==> config.mk <==
export PLATFORM = sky130hd
export DESIGN_NAME = wb_rr_arbiter
export DESIGN_NICKNAME = d
export VERILOG_FILES = /design/src/rtl/wb_arb_pkg.sv /design/src/rtl/wb_arb_rr_pick.sv /design/src/rtl/wb_rr_arbiter.sv
export SDC_FILE = /design/constraint.sdc
export NUM_CORES = 1
export LEC_CHECK = 0
export CAP_MARGIN = 0
export CORE_AREA = 4 4 160 162
export CTS_CLUSTER_SIZE = 40
export DETAILED_ROUTE_END_ITERATION = 16
export DIE_AREA = 0 0 164 166
export PLACE_DENSITY = 0.44
export SETUP_SLACK_MARGIN = 0.02
export SYNTH_ARGS = -nofsm -noshare
export SYNTH_HDL_FRONTEND = slang
export SYNTH_SLANG_ARGS = --single-unit
export TNS_END_PERCENT = 10
==> constraint.sdc <==
create_clock -name HCLK -period 4.45 [get_ports HCLK]
set_input_delay 0.445 -clock HCLK [delete_from_list [all_inputs] [get_ports HCLK]]
set_output_delay 0.445 -clock HCLK [all_outputs]
set_load 0.005 [all_outputs]
==> src/rtl/wb_arb_pkg.sv <==
// Shared types and helpers for the Wishbone round-robin arbiter: FSM state
// encoding, index-width helper and the round-robin search function.
package wb_arb_pkg;

  typedef enum logic {
    ARB_IDLE = 1'b0,
    ARB_BUSY = 1'b1
  } arb_state_e;

  localparam int MAX_MASTERS = 8;
  localparam int MAX_IDX_W   = 3;

  function automatic int idx_width(input int n);
    return (n > 1) ? $clog2(n) : 1;
  endfunction

  // Rotate the request vector so the master after 'last' sits at bit 0,
  // take the lowest set bit, then rotate the position back to a master index.
  function automatic logic [MAX_IDX_W-1:0] next_grant(
    input logic [MAX_MASTERS-1:0] req,
    input logic [MAX_IDX_W-1:0]   last,
    input int                     n
  );
    logic [MAX_MASTERS-1:0] rot;
    int start;
    int k;
    start = (int'(last) + 1) % n;
    rot   = '0;
    for (int i = 0; i < MAX_MASTERS; i++) begin
      if (i < n) rot[i] = req[(start + i) % n];
    end
    k = 0;
    for (int i = MAX_MASTERS - 1; i >= 0; i--) begin
      if (rot[i]) k = i;
    end
    return MAX_IDX_W'((start + k) % n);
  endfunction

endpackage

==> src/rtl/wb_arb_rr_pick.sv <==
// Combinational round-robin picker: one-hot winner and its index among the
// current requesters, searching from the master after 'last'.
import wb_arb_pkg::*;

module wb_arb_rr_pick #(
  parameter int  N  = 4,
  localparam int IW = idx_width(N)
) (
  input  logic [N-1:0]  req,
  input  logic [IW-1:0] last,
  output logic [N-1:0]  win_oh,
  output logic [IW-1:0] win_idx,
  output logic          any_req
);

  logic [MAX_MASTERS-1:0] req_ext;
  logic [MAX_IDX_W-1:0]   last_ext;
  logic [MAX_IDX_W-1:0]   idx_ext;

  always_comb begin
    req_ext           = '0;
    req_ext[N-1:0]    = req;
    last_ext          = '0;
    last_ext[IW-1:0]  = last;
    idx_ext           = next_grant(req_ext, last_ext, N);
    win_idx           = idx_ext[IW-1:0];
    any_req           = |req;
    win_oh            = '0;
    if (any_req) win_oh[win_idx] = 1'b1;
  end

endmodule

==> src/rtl/wb_rr_arbiter.sv <==
// Round-robin arbiter sharing one Wishbone slave among NUM_MASTERS masters;
// grant is held for a whole master cycle. Optional stall timeout: WB_ARB_TIMEOUT_EN.
import wb_arb_pkg::*;

module wb_rr_arbiter #(
  parameter int NUM_MASTERS    = 4,
  parameter int ADDR_WIDTH     = 32,
  parameter int DATA_WIDTH     = 32,
  parameter int TIMEOUT_CYCLES = 255
) (
  input  logic                            HCLK,
  input  logic                            HRESETn,
  input  logic [NUM_MASTERS-1:0]          m_cyc,
  input  logic [NUM_MASTERS-1:0]          m_stb,
  input  logic [NUM_MASTERS-1:0]          m_we,
  input  logic [NUM_MASTERS*ADDR_WIDTH-1:0] m_adr,
  input  logic [NUM_MASTERS*DATA_WIDTH-1:0] m_dat_w,
  output logic [DATA_WIDTH-1:0]           m_dat_r,
  output logic [NUM_MASTERS-1:0]          m_ack,
  output logic [NUM_MASTERS-1:0]          m_err,
  output logic                            s_cyc,
  output logic                            s_stb,
  output logic                            s_we,
  output logic [ADDR_WIDTH-1:0]           s_adr,
  output logic [DATA_WIDTH-1:0]           s_dat_w,
  input  logic [DATA_WIDTH-1:0]           s_dat_r,
  input  logic                            s_ack,
  output logic [NUM_MASTERS-1:0]          grant
);

  localparam int IW = idx_width(NUM_MASTERS);

  if (NUM_MASTERS < 2 || NUM_MASTERS > MAX_MASTERS ||
      TIMEOUT_CYCLES < 1 || TIMEOUT_CYCLES > 65535) begin : g_param_check
    $error("wb_rr_arbiter: NUM_MASTERS must be 2..8 and TIMEOUT_CYCLES 1..65535");
  end

  arb_state_e             state, state_nx;
  logic [IW-1:0]          last;
  logic [NUM_MASTERS-1:0] win_oh;
  logic [IW-1:0]          win_idx;
  logic                   any_req;
  logic                   busy;
  logic                   to_hit;

  wb_arb_rr_pick #(.N(NUM_MASTERS)) u_pick (
    .req     (m_cyc),
    .last    (last),
    .win_oh  (win_oh),
    .win_idx (win_idx),
    .any_req (any_req)
  );

  // 'last' doubles as the granted index while BUSY.
  // NOTE: clocked state uses non-blocking assignments so every register samples pre-edge values.
  always_ff @(posedge HCLK or negedge HRESETn) begin
    if (!HRESETn) begin
      state <= ARB_IDLE;
      grant <= '0;
      last  <= IW'(NUM_MASTERS - 1);
    end else begin
      state <= state_nx;
      if (state == ARB_IDLE && any_req) begin
        grant <= win_oh;
        last  <= win_idx;
      end else if (state_nx == ARB_IDLE) begin
        grant <= '0;
      end
    end
  end

  always_comb begin
    state_nx = state;
    case (state)
      ARB_IDLE: if (any_req) state_nx = ARB_BUSY;
      ARB_BUSY: if (!m_cyc[last] || to_hit) state_nx = ARB_IDLE;
      default:  state_nx = ARB_IDLE;
    endcase
  end

  // NOTE: every output gets a default before the conditional muxing, so no latches are inferred.
  always_comb begin
    busy    = (state == ARB_BUSY);
    s_cyc   = 1'b0;
    s_stb   = 1'b0;
    s_we    = 1'b0;
    s_adr   = '0;
    s_dat_w = '0;
    m_ack   = '0;
    m_err   = '0;
    if (busy) begin
      s_cyc        = m_cyc[last] & ~to_hit;
      s_stb        = m_stb[last] & ~to_hit;
      s_we         = m_we[last];
      s_adr        = m_adr[last*ADDR_WIDTH +: ADDR_WIDTH];
      s_dat_w      = m_dat_w[last*DATA_WIDTH +: DATA_WIDTH];
      m_ack[last]  = s_ack & m_stb[last] & ~to_hit;
      m_err[last]  = to_hit;
    end
  end

  assign m_dat_r = s_dat_r;

`ifdef WB_ARB_TIMEOUT_EN
  localparam int TO_BITS = $clog2(TIMEOUT_CYCLES + 1);
  localparam int TO_W    = (TO_BITS < 8) ? 8 : TO_BITS;

  logic [TO_W-1:0] to_cnt;
  logic            stalled;

  // Raw m_stb is used so the forced-low s_stb in the error cycle cannot feed back.
  assign stalled = (state == ARB_BUSY) & m_stb[last] & ~s_ack;
  assign to_hit  = stalled & (to_cnt == TO_W'(TIMEOUT_CYCLES - 1));

  always_ff @(posedge HCLK or negedge HRESETn) begin
    if (!HRESETn) begin
      to_cnt <= '0;
    end else if (state != ARB_BUSY || state_nx != ARB_BUSY || s_ack) begin
      to_cnt <= '0;
    end else if (stalled) begin
      to_cnt <= to_cnt + TO_W'(1);
    end
  end
`else
  assign to_hit = 1'b0;
`endif

endmodule

==> flow_summary.toml, run 1 <==
[setup_path]
worst_reg_to_reg_cells = 10
timing.rr.start = "last[1]$_DFFE_PN1P_"
crit_arrival_ps = 2850
critPathCaptureType = "output port"
critical_path.reg2reg.endpoint = "grant[3]$_DFFE_PN0P_"
worstSetupStartpoint = "last[0]$_DFFE_PN1P_"
critPathLaunchType = "flop"
critical_path.max_fanout = 33
worst-r2r-setup-slack_ps = 1420
worst-setup-path-type = "flop to output port"
timing.critical_path.required_ps = 4010

[synthesis]
synthFlopType = "dfrtp_1"
synth_compound_area_frac = 0.0411
synth_top_cells_by_count = "and2_1 (67), mux4_2 (66), buf_4 (40), clkbuf_1 (12), buf_2 (8)"
number_of_enable_flip_flop_cells_after_synthesis = 0
synth_cells = 250
synthesis.area_per_instance_sq_um = 11.5
ys_seq_elements = 7
synth_top_area_share = 0.519
syn_area_sq_mm = 0.00286
post_synth_num_cell_types = 34
synth_top_family_by_area = "multiplexers"
muxShareOfSynthArea = 0.532
synth.area.top_cells = "mux4_2 (52%), and2_1 (15%), buf_4 (10%)"
synth_top_area_cell = "mux4_2"
postSynth.asyncResetShare = 1.00
synthXorXnorAreaFrac = 0.00874
post-synth-top-count-cell = "and2_1"
synth-adder-area-share = 0.0218
synth_seq_area_share = 0.0620
synth-simple-area-share = 0.185
yosys_warnings = 0

[timing]
timing.clock.skew_ps = 1.27
rsz0062_at_grt = "no"
finalWorstPathRequiredPeriod_ps = 3290
slew-limit-headroom = 0.548
fin_crit_sh = 0.740
postLayoutSetupSlackWorst_ps = 1160
achievable-frequency_ghz = 0.303
setup_viol_count_final = 0
tightest_slew_ps = 672
hold_viol = 0
final_slew_viol_count = 0
timing.setup.tns_ps = 0

[global_routing]
grt_max_degree = 39
via_count_of_the_first_global_routing_pass = 3784
grt_overflow_total = 0
grt_usage = 0.126
grt_pass1_wl_mm = 26.0
initial_antenna_violation_count = 2

[floorplanning]
design.die.area_sq_mm = 0.0272
die-height_um = 166
core_sq_mm = 0.0241
boundaryPins = 414
die_width_um = 164
start_util = 0.119
rows = 57

[cts]
cts_tree = "yes"
ctsRootBufferMaster = "clkbuf_16"
cts_num_sinks = 7
tritoncts.num_buffers = 3
clk_transition_reported_paths_ps = 40
post_cts.resized_instances = 0
setup_fix_buffers_added_after_clock_tree_synthesis = 0
deepest_clock_path_buffer_count = 2
clkLatencyLatePin_ps = 230
holdBufCountCts = 0
clock_tree.htree_level_count = 1

[routing]
first_pass_iters = 4
post-route-drc-count = 0
vias_per_cell = 3.92
wire_per_inst_um = 21.1
wirelength_mm = 18.4
routed-via-count = 3412
ant_nets = 0
first_iter_violations = 152

[placed_design]
place.gp.congestion = 0.847
portBuffers = 345
post-place-ws_ps = 1310
place.detailed.hpwl_mm = 16.1
dp_cells = 865

[pwr]
static-leakage-power_uw = 0.00225
power.ir.vdd_worst_v = 0.000321
powerDensity_mw_per_mm2 = 450

[finish]
register_area_sq_um = 186
postLayoutCoreUtil = 0.268
flow.area_growth_from_synthesis_pct = 125
nets = 854
final.fill_count = 2566
final-instance-count-excl-fill = 870
total_area_of_multi_input_combinational_cells_sq_mm = 0.00227
drive_above_1_share = 0.150

[run]
timing.max_cap.violations = 0

[outcome]
outcome = "finished clean"

[min_path]
hold_path_class = "primary input to asynchronous set/reset pin"
-- critical path: stages (launching register included) --
cell and delay [ps]:
dfstp_4 780, buf_4 580, mux4_2 600, and2_1 170, clkdlybuf4s50_1 460
-- flip-flops by register name, indices dropped and copies added, names as in the netlist --
signal and flops:
last 2, busy 1, grant 4
-- logic make-up (layout without fill, tap and decap cells) --
family / after synthesis / in the layout
simple gates: 86 / 86
flops: 7 / 7
xor+xnor: 2 / 2
fa+ha+maj: 5 / 5
other cells: 1 / 5
compound gates: 15 / 15
mux: 68 / 68
buf+inv: 66 / 358
-- per-layer routing --
layer  vias up  routed length, um  global-route usage  part of all wire
li1       1515                  -                   -                 -
met1      1699               6820               0.148              0.37
met2       166               9910               0.235              0.54
met3        32               1350              0.0238             0.073
met4         0                308              0.0277             0.017
met5         -                  0                   0                 0
-- cell usage in the layout, fill, tap and decap left out, drive strengths merged --
| cell type | n |
|---|---|
| dfstp | 2 |
| buf | 5 |
| clkbuf | 4 |
| and2 | 67 |
| nor4 | 1 |
| diode | 1 |
| nor3b | 1 |
| or2 | 1 |
| ha | 5 |
| a22o | 1 |
| and3b | 2 |
| conb | 4 |
| nor3 | 2 |
| inv | 4 |
| dfrtp | 5 |
| a32o | 1 |
| clkdlybuf4s50 | 345 |
| and3 | 4 |
| mux4 | 67 |
| a21oi | 1 |
| a211oi | 2 |
| o211ai | 1 |
| a2bb2oi | 1 |
| o31ai | 1 |
| nor2 | 2 |
| nand3b | 1 |
| xnor2 | 2 |
| nand2 | 5 |
| o21ai | 5 |
| o41ai | 1 |
| mux2 | 1 |
| o22a | 1 |
-- final cells by class --
cell class,count,area share
Sequential cell,7,0.0289
Timing Repair Buffer,350,0.541
Inverter,4,0.00233
Tap cell,324,0.0628
Multi-Input combinational cell,180,0.352
Antenna cell,1,0.000388
Clock buffer,4,0.0122
-- where the power goes --
part / switching (uW) / total [uW] / internal (uW)
Sequential: 159 / 266 / 107
Clock: 33.4 / 153 / 119
Combinational: 860 / 2490 / 1630
-- worst max path at each step --
stage | endpoint | depth (start not counted)
2_1_floorplan | grant[3]$_DFFE_PN0P_ | 14
3_3_place_gp | s_dat_w[25] | 4
3_5_place_dp | s_dat_w[30] | 4
4_1_cts | s_dat_w[30] | 4
5_1_grt | s_dat_w[25] | 4
6_report | s_dat_w[14] | 4
-- metrics by stage --
step                hold WS, ps  area [sq um]  total power [uW]
floorplan                   149          2880              1590
global placement            475          6370              2790
detailed placement          483          6370              2810
finish                      479          6450              2900
CTS                         485          6450              2980
global route                502          6450              3130
No activity file was read; power rests on OpenSTA's default activity.
==> run 2, diff against run 1 <==
--- a/config.mk
+++ b/config.mk
@@ -6,11 +6,11 @@
 export NUM_CORES = 1
 export LEC_CHECK = 0
 export CAP_MARGIN = 0
-export CORE_AREA = 4 4 160 162
+export CORE_AREA = 4 4 159 161
 export CTS_CLUSTER_SIZE = 40
 export DETAILED_ROUTE_END_ITERATION = 16
-export DIE_AREA = 0 0 164 166
-export PLACE_DENSITY = 0.44
+export DIE_AREA = 0 0 163 165
+export PLACE_DENSITY = 0.46
 export SETUP_SLACK_MARGIN = 0.02
 export SYNTH_ARGS = -nofsm -noshare
 export SYNTH_HDL_FRONTEND = slang
==> constraint.sdc (replaced) <==
create_clock -name HCLK -period 2.66 [get_ports HCLK]
set_input_delay 0.266 -clock HCLK [delete_from_list [all_inputs] [get_ports HCLK]]
set_output_delay 0.266 -clock HCLK [all_outputs]
set_load 0.005 [all_outputs]
==> run 2 against run 1 <==
Clock-buffer cell count stayed put; utilization up 1.2 points; sequential cell count did not move; setup slack got worse by 1100 ps; clock skew increased by 4.8 ps; die area down 1.2%; final cell count rose by 1.6%; hold slack got worse by 180 ps.
==> flow_summary.toml, run 2 (synthesis gave the netlist of run 1 again) <==
[routing]
vias_per_cell = 3.91
post-route-drc-count = 0
routed-via-count = 3456
wire_per_inst_um = 20.9
ant_nets = 0
first_iter_violations = 115
wirelength_mm = 18.5
first_pass_iters = 4

[floorplanning]
design.die.area_sq_mm = 0.0269
core_sq_mm = 0.0240
die-height_um = 165
die_width_um = 163
boundaryPins = 414
rows = 57
start_util = 0.120

[placed_design]
post-place-ws_ps = 53.8
place.detailed.hpwl_mm = 15.1
portBuffers = 345
place.gp.congestion = 0.834

[global_routing]
initial_antenna_violation_count = 0
via_count_of_the_first_global_routing_pass = 3688
grt_pass1_wl_mm = 24.9
grt_usage = 0.122
grt_max_degree = 71
grt_overflow_total = 0

[min_path]
hold_path_class = "primary input to asynchronous set/reset pin"

[setup_path]
slowest_stage = "dfstp_4"
worst-setup-path-type = "flop to output port"
critical_path.cell_chain = "bufbuf_16 > mux4_2 > and2_1 > clkdlybuf4s50_1"
crit_arrival_ps = 2380
critical-path-max-stage-delay_ps = 660
worstPathBufferInverterCount = 2
worst_path_dominant_cell_family = "buffers and inverters"
critPathCaptureType = "output port"
timing.critical_path.required_ps = 2390
worst_reg_to_reg_cells = 10
critical_path_depth = 4
critPathLaunchType = "flop"
critical_path.max_fanout = 11

[pwr]
powerDensity_mw_per_mm2 = 782
power.ir.vdd_worst_v = 0.000404
total_power_uw = 5250
static-leakage-power_uw = 0.00255

[finish]
total_area_of_multi_input_combinational_cells_sq_mm = 0.00230
nets = 868
register_area_sq_um = 186
flow.area_growth_from_synthesis_pct = 134
postLayoutCoreUtil = 0.280
final_common_cell = "clkdlybuf4s50_1"
drive_above_1_share = 0.181
max_ffs_per_register = 4
highest_count_cells_in_the_layout_ignoring_fill_and_taps = "clkdlybuf4s50_1 (301), mux4_2 (66), and2_1 (65), dlygate4sd2_1 (42), buf_4 (9)"
largest-register = "grant"
final.fill_count = 2546

[cts]
holdBufCountCts = 0
deepest_clock_path_buffer_count = 2
cts_num_sinks = 7
tritoncts.num_buffers = 3
clk_transition_reported_paths_ps = 40
clkLatencyLatePin_ps = 230
cts_tree = "yes"
ctsRootBufferMaster = "clkbuf_16"
clock_tree.htree_level_count = 1

[run]
timing.max_cap.violations = 0

[timing]
holdWs_ps = 300
rsz0062_at_grt = "yes"
tightest_slew_ps = 628
timing.clock.skew_ps = 6.08
finalWorstPathRequiredPeriod_ps = 2650
setup_viol_count_final = 0
fin_crit_sh = 0.994
timing.setup.tns_ps = 0
postLayoutSetupSlackWorst_ps = 14.7
final_slew_viol_count = 0
achievable-frequency_ghz = 0.378
slew-limit-headroom = 0.577
hold_viol = 0

[outcome]
outcome = "finished clean"
==> run 2: cell count changes in the layout (fill, tap and decap cells not counted), moves of 2 or more <==
cell / previous run / this run
clkdlybuf4s50_1: 345 / 301
dlygate4sd2_1: 0 / 42
buf_4: 5 / 9
buf_12: 0 / 3
buf_16: 0 / 3
and2_1: 67 / 65
bufbuf_16: 0 / 2
dlymetal6s2s_1: 0 / 2
ha_1: 5 / 3
==> run 2: through the flow <==
| stage | cell area (sq um) | cells |
|---|---|---|
| floorplan | 2910 | 253 |
| finish | 6710 | 884 |
| global placement | 6450 | 867 |
| global route | 6700 | 883 |
| detailed placement | 6450 | 867 |
| CTS | 6630 | 876 |
==> run 2: worst reg2reg max path: cells and delay by family (launching register included) <==
kind	cells	cell delay, ps
AO/OA/AOI/OAI	3	450
XOR/XNOR	2	310
adder cells (fa/ha/maj)	2	500
buffers and inverters	1	120
flip-flops	1	660
multiplexers	1	290
AND/OR/NAND/NOR	1	50
==> run 2: cell type report <==
cell class	count	area share
Timing Repair Buffer	364	0.554
Multi-Input combinational cell	180	0.343
Tap cell	324	0.0604
Sequential cell	7	0.0278
Clock buffer	4	0.0118
Inverter	4	0.00224
Antenna cell	1	0.000373
==> run 2: where the power goes <==
group | switching [uW] | total [uW] | internal, uW
Sequential | 105 | 280 | 175
Combinational | 1760 | 4710 | 2950
Clock | 58.5 | 258 | 200
==> run 2: worst paths after layout <==
| kind | start | endpoint | slack (ps) |
|---|---|---|---|
| min in group HCLK | grant[0]$_DFFE_PN0P_ | grant[0]$_DFFE_PN0P_ | 490 |
| hold / removal | HRESETn | grant[0]$_DFFE_PN0P_ | 300 |
| max in group asynchronous | HRESETn | last[1]$_DFFE_PN1P_ | 2060 |
| setup / recovery | last[0]$_DFFE_PN1P_ | s_dat_w[20] | 10 |
| hold reg to reg | grant[0]$_DFFE_PN0P_ | grant[0]$_DFFE_PN0P_ | 490 |
| setup reg to reg | last[0]$_DFFE_PN1P_ | last[1]$_DFFE_PN1P_ | 200 |
==> run 2: layer usage <==
| metal | vias to the layer above | share of wire | routed length (um) | GRT usage |
|---|---|---|---|---|
| li1 | 1547 | - | - | - |
| met1 | 1688 | 0.40 | 7300 | 0.150 |
| met2 | 199 | 0.51 | 9470 | 0.220 |
| met3 | 22 | 0.085 | 1570 | 0.0312 |
| met4 | 0 | 0.0078 | 144 | 0.0149 |
| met5 | - | 0 | 0 | 0 |
==> run 2: repair_timing <==
| item | 4_1_cts | 5_1_grt |
|---|---|---|
| resized for setup | 48 | 3 |
| setup endpoints to repair | 51 | 32 |
| gates cloned | 3 | 1 |
| setup buffers | 2 | 6 |
==> run 3, diff against run 2 <==
--- a/config.mk
+++ b/config.mk
@@ -12,6 +12,7 @@
 export DIE_AREA = 0 0 163 165
 export PLACE_DENSITY = 0.46
 export SETUP_SLACK_MARGIN = 0.02
+export SLEW_MARGIN = 20
 export SYNTH_ARGS = -nofsm -noshare
 export SYNTH_HDL_FRONTEND = slang
 export SYNTH_SLANG_ARGS = --single-unit
==> results of run 3 <==
Same layout as run 2: the final DEF is identical, and so are final timing and power.
